[config.mk]
export PLATFORM = sky130hd
export DESIGN_NAME = word32_8bits_arbiter
export DESIGN_NICKNAME = d
export VERILOG_FILES = /design/src/rtl/word32_8bits_arbiter.sv
export SDC_FILE = /design/constraint.sdc
export NUM_CORES = 1
export LEC_CHECK = 0
export CAP_MARGIN = 15
export CORE_ASPECT_RATIO = 0.9
export CORE_MARGIN = 2
export CORE_UTILIZATION = 35
export CTS_BUF_LIST = sky130_fd_sc_hd__clkbuf_2 sky130_fd_sc_hd__clkbuf_4 sky130_fd_sc_hd__clkbuf_8
export DETAILED_ROUTE_END_ITERATION = 8
export GPL_ROUTABILITY_DRIVEN = 0
export PLACE_DENSITY = 0.76
export RECOVER_POWER = 25
export REMOVE_ABC_BUFFERS = 1
export SYNTH_ARGS = -nofsm -noshare
export SYNTH_HDL_FRONTEND = slang
export SYNTH_SLANG_ARGS = --single-unit
export TNS_END_PERCENT = 20
[constraint.sdc]
create_clock -name clk_4f -period 3.81 [get_ports clk_4f]
set_input_delay 0.762 -clock clk_4f [delete_from_list [all_inputs] [get_ports clk_4f]]
set_output_delay 0.762 -clock clk_4f [all_outputs]
set_load 0.005 [all_outputs]
[src/rtl/word32_8bits_arbiter.sv]
// Round-robin arbiter that feeds one 32->8 serializer from N_LANES word sources.
// A granted word is held on ser_data for exactly four byte beats. Words from
// different lanes follow each other with no valid gap while requests persist.
module word32_8bits_arbiter #(
    parameter int N_LANES = 4,
    parameter int LANE_W  = 2
) (
    input  logic                   clk_4f,
    input  logic                   reset_L,
    input  logic                   en,
    input  logic [N_LANES-1:0]     req_valid,
    input  logic [32*N_LANES-1:0]  req_data,
    output logic [N_LANES-1:0]     req_ack,
    output logic                   ser_valid,
    output logic [31:0]            ser_data,
    output logic [LANE_W-1:0]      ser_lane,
    output logic                   busy
);

    typedef enum logic {
        S_IDLE = 1'b0,
        S_SEND = 1'b1
    } state_t;

    state_t              r_state;
    logic [1:0]          r_beat;
    logic [LANE_W-1:0]   r_rr_ptr;
    logic [N_LANES-1:0]  r_ack;
    logic                r_ser_valid;
    logic [31:0]         r_ser_data;
    logic [LANE_W-1:0]   r_ser_lane;
    logic                r_busy;

    state_t              w_state_nx;
    logic [1:0]          w_beat_nx;
    logic [LANE_W-1:0]   w_rr_nx;
    logic [N_LANES-1:0]  w_ack_nx;
    logic                w_valid_nx;
    logic [31:0]         w_data_nx;
    logic [LANE_W-1:0]   w_lane_nx;
    logic                w_busy_nx;

    logic [LANE_W:0]     w_pick;
    logic                w_found;
    logic [LANE_W-1:0]   w_g;
    logic [31:0]         w_word;
    logic                w_take;

    // First requesting lane at or after ptr, wrapping modulo N_LANES.
    // Result is {found, lane}.
    function automatic logic [LANE_W:0] f_pick(input logic [N_LANES-1:0] vld,
                                               input logic [LANE_W-1:0]  ptr);
        logic              found;
        logic [LANE_W-1:0] g;
        int                best;
        int                d;
        found = 1'b0;
        g     = '0;
        best  = N_LANES;
        for (int j = 0; j < N_LANES; j++) begin
            d = j - int'(ptr);
            if (d < 0) d = d + N_LANES;
            if (vld[j] && d < best) begin
                best  = d;
                found = 1'b1;
                g     = LANE_W'(j);
            end
        end
        return {found, g};
    endfunction

    // Pointer increment that wraps N_LANES-1 back to lane 0.
    function automatic logic [LANE_W-1:0] f_next(input logic [LANE_W-1:0] g);
        if (int'(g) == N_LANES - 1) return '0;
        return g + LANE_W'(1);
    endfunction

    // Grant candidate and its word, selected from the round-robin pointer.
    always_comb begin
        w_pick  = f_pick(req_valid, r_rr_ptr);
        w_found = w_pick[LANE_W];
        w_g     = w_pick[LANE_W-1:0];
        w_word  = '0;
        for (int j = 0; j < N_LANES; j++) begin
            if (LANE_W'(j) == w_g) w_word = req_data[32*j +: 32];
        end
        // A new grant may start from IDLE or at the last beat of a word.
        w_take = en && w_found && (r_state == S_IDLE || r_beat == 2'd3);
    end

    // Next-state and next-output logic for the IDLE/SEND scheduler.
    always_comb begin
        w_state_nx = r_state;
        w_beat_nx  = r_beat;
        w_rr_nx    = r_rr_ptr;
        w_ack_nx   = '0;
        w_valid_nx = r_ser_valid;
        w_data_nx  = r_ser_data;
        w_lane_nx  = r_ser_lane;
        w_busy_nx  = r_busy;
        case (r_state)
            S_IDLE: begin
                w_valid_nx = 1'b0;
                w_busy_nx  = 1'b0;
                w_beat_nx  = 2'd0;
            end
            S_SEND: begin
                w_beat_nx = r_beat + 2'd1;
                if (r_beat == 2'd3 && !w_take) begin
                    w_valid_nx = 1'b0;
                    w_busy_nx  = 1'b0;
                    w_state_nx = S_IDLE;
                end
            end
            default: w_state_nx = S_IDLE;
        endcase
        if (w_take) begin
            w_state_nx = S_SEND;
            w_beat_nx  = 2'd0;
            w_data_nx  = w_word;
            w_lane_nx  = w_g;
            w_ack_nx   = N_LANES'(1) << w_g;
            w_valid_nx = 1'b1;
            w_busy_nx  = 1'b1;
            w_rr_nx    = f_next(w_g);
        end
    end

    // State and output registers; reset discards any word in flight.
    always_ff @(posedge clk_4f or negedge reset_L) begin
        if (!reset_L) begin
            r_state     <= S_IDLE;
            r_beat      <= 2'd0;
            r_rr_ptr    <= '0;
            r_ack       <= '0;
            r_ser_valid <= 1'b0;
            r_ser_data  <= '0;
            r_ser_lane  <= '0;
            r_busy      <= 1'b0;
        end else begin
            r_state     <= w_state_nx;
            r_beat      <= w_beat_nx;
            r_rr_ptr    <= w_rr_nx;
            r_ack       <= w_ack_nx;
            r_ser_valid <= w_valid_nx;
            r_ser_data  <= w_data_nx;
            r_ser_lane  <= w_lane_nx;
            r_busy      <= w_busy_nx;
        end
    end

    assign req_ack   = r_ack;
    assign ser_valid = r_ser_valid;
    assign ser_data  = r_ser_data;
    assign ser_lane  = r_ser_lane;
    assign busy      = r_busy;

endmodule

==> impl_metrics.yaml <==
synth:
  yosysTopAreaCellShare_pct: 39.2
  yosys_warnings: 0
  synth_commonest_cells: "dfrtp_1, nand2_1, nor2_1"
  synth_seq_cells: 44
  synthCells: 327
  async_flop_share_pct: 100
  synthTopCellsByArea: "dfrtp_1, a211o_1, a221oi_1"
  synth.avg_cell_area_sq_um: 8.60
  yosysUniqueCellTypes: 36
  synth_edf_count: 0
  synth-seq-area-share_pct: 39.2
  synth.most_common_cell: "dfrtp_1"
  synth_top_area_cell: "dfrtp_1"
  synth_area_sq_um: 2810
  synthFlopType: "dfrtp_1"
layout:
  area_growth_pct: 89.3
  drive_gt1_share_pct: 14.9
  num_antenna_cells: 0
  fin_area_sq_um: 5320
  nNetsFinal: 659
timing:
  rsz0062_at_grt: "yes"
  worst_slack_ps: -154
  setup_violations: 26
  max_slew_margin_pct: -48.2
  finalHoldViolCount: 0
  finalSetupTns_ps: -1860
  worst_pin_slew_ps: 2220
  max_freq_mhz: 252
  post-route-min-period_ps: 3960
  fin_skew_ps: 8.60
  period_share_pct: 104
  maxSlewViolCount: 40
worst_setup_path:
  crit_fanout: 4
  crit_required_ps: 4030
  startpoint_type: "input port"
  crit_path_end_kind: "flip-flop"
  crit_arrival_ps: 4180
  crit_type: "in -> reg"
routing:
  drtPass1Iterations: 6
  via_per_inst: 5.54
  vias: 3399
  wl_um: 11700
  wl_per_cell_um: 19.0
  drtAntennaViolNets: 0
  first_iter_violations: 145
  drc: 0
cts:
  h-tree-depth: 2
  cts_sinks: 44
  hold_buffers: 0
  cts_tree: "done"
  cts_root_buf: "clkbuf_8"
  clkTransAtPathRegs_ps: 90
  insertion_delay_ps: 300
  cts_max_path_buffers: 2
  cts_buffers: 5
placed_design:
  pre_cts_ws_ps: -1010
  place_area_sq_um: 4770
  place.detailed.hpwl_um: 7470
  port_buffers: 174
power:
  ir_drop_uv: 430
  power_density_nw_per_um2: 1000
  leakage_nw: 2.25
  fin_total_pwr_mw: 5.33
floorplan:
  ios: 175
  die_h_um: 89.0
  initial_core_util_pct: 36.7
  die_width_um: 98.5
  die_area_sq_um: 8770
  placementRows: 30
  core_sq_um: 7660
grt:
  grt_pass1_vias: 3463
  grt_pass1_wl_um: 17100
  antenna_found_initial: 0
  grt_max_degree: 46
  track_usage_pct: 24.7
  grt-ovfl-total: 0
run_status:
  violations: "max-capacitance violations, max-slew violations, negative setup slack"
  status: "complete, but fails checks"
min_path:
  hp-class: "in -> async"
flow_run:
  maxCapViolCount: 1
-- path summary, 6_finish.rpt --
kind,depth (start not counted),endpoint,slack (ps),from
setup / recovery,17,ser_data[23]$_DFFE_PN0N_,-150,req_valid[0]
setup reg to reg,18,ser_data[23]$_DFFE_PN0N_,-10,r_rr_ptr[1]$_DFFE_PN0N_
hold / removal,1,ser_data[24]$_DFFE_PN0N_,320,reset_L
min in group clk_4f,1,r_beat[0]$_DFF_PN0_,450,r_beat[0]$_DFF_PN0_
hold reg to reg,1,r_beat[0]$_DFF_PN0_,450,r_beat[0]$_DFF_PN0_
max in group asynchronous,2,ser_data[19]$_DFFE_PN0N_,1080,reset_L
-- flip-flops by register name, summed over array words and instances, names as in the netlist --
name and flops:
req_ack 4, r_rr_ptr 2, ser_data 32, r_beat 2, busy 1, ser_lane 2, r_state 1
-- where the power goes --
| group | switching [mW] | internal [mW] |
|---|---|---|
| clock | 0.162 | 0.163 |
| combinational | 1.89 | 2.30 |
| sequential | 0.124 | 0.696 |
-- placed cells by master, fill, tap and decap left out, types with 3 or more instances in the layout --
cell             synthesis  final
a211o_1                 32     32
a221oi_1                31     25
a221oi_2                 0      6
a31oi_1                 34     32
and2_1                   4      4
buf_12                   0      8
buf_16                   0      3
buf_4                    1     20
buf_6                    5      4
buf_8                    0      4
clkbuf_8                 0      6
clkdlybuf4s50_1          0    171
dfrtp_1                 44     44
ha_4                     0      5
inv_1                   35     35
nand2_1                 40     39
nand2b_1                 3      3
nor2_1                  39     37
o21ai_0                  4      3
-- through the flow --
stage               util (%)  hold WS, ps  cells
floorplan                  -          407    295
global route            69.5          327    614
CTS                     67.8          447    609
finish                  69.5          321    614
global placement        62.3          418    592
detailed placement      62.3          436    592
-- per-layer routing --
metal	vias up	wire length [um]	track usage, %
met2	179	6030	45.9
met1	1629	4430	27.8
met4	0	280	9.59
met3	22	936	5.94
met5	-	0	0
li1	1569	-	-
-- cells by family (layout without fill, tap and decap cells) --
kind of cell | after synthesis | count (layout) | share of synthesized area [%]
flip-flops | 44 | 44 | 39.2
adder cells (fa/ha/maj) | 7 | 7 | 3.12
AO/OA/AOI/OAI | 112 | 112 | 31.8
buffers and inverters | 67 | 258 | 10.8
multiplexers | 1 | 1 | 0.401
AND/OR/NAND/NOR | 95 | 95 | 14.4
XOR/XNOR | 1 | 1 | 0.312
-- worst max-delay path, stage by stage --
cell and delay (ps):
dlygate4sd2_1 260, mux2_4 320, ha_4 190, nor3_2 300
o21ai_4 110, a21o_1 230, ha_4 270, o32ai_2 80
a32oi_2 260, and2_4 220, ha_4 130, nor2b_4 210
buf_12 150, clkbuf_16 140, a221oi_1 80, a211o_1 300
a31oi_1 180
-- area by class of cell --
class / instances / area, sq um
tap: 96 / 120
sequential: 44 / 1100
timing repair buffer: 215 / 2280
clock buffer: 8 / 97.6
fill: 604 / 2340
multi-input combinational: 216 / 1600
inverter: 35 / 131
-- timing repair --
| item | 4_1_cts | 5_1_grt |
|---|---|---|
| gates cloned | 6 | 2 |
| setup buffers | 3 | 3 |
| setup endpoints to repair | 36 | 32 |
| resized for setup | 45 | 9 |
| pin swaps | 27 | 32 |
Power figures use the tool's default switching activity.
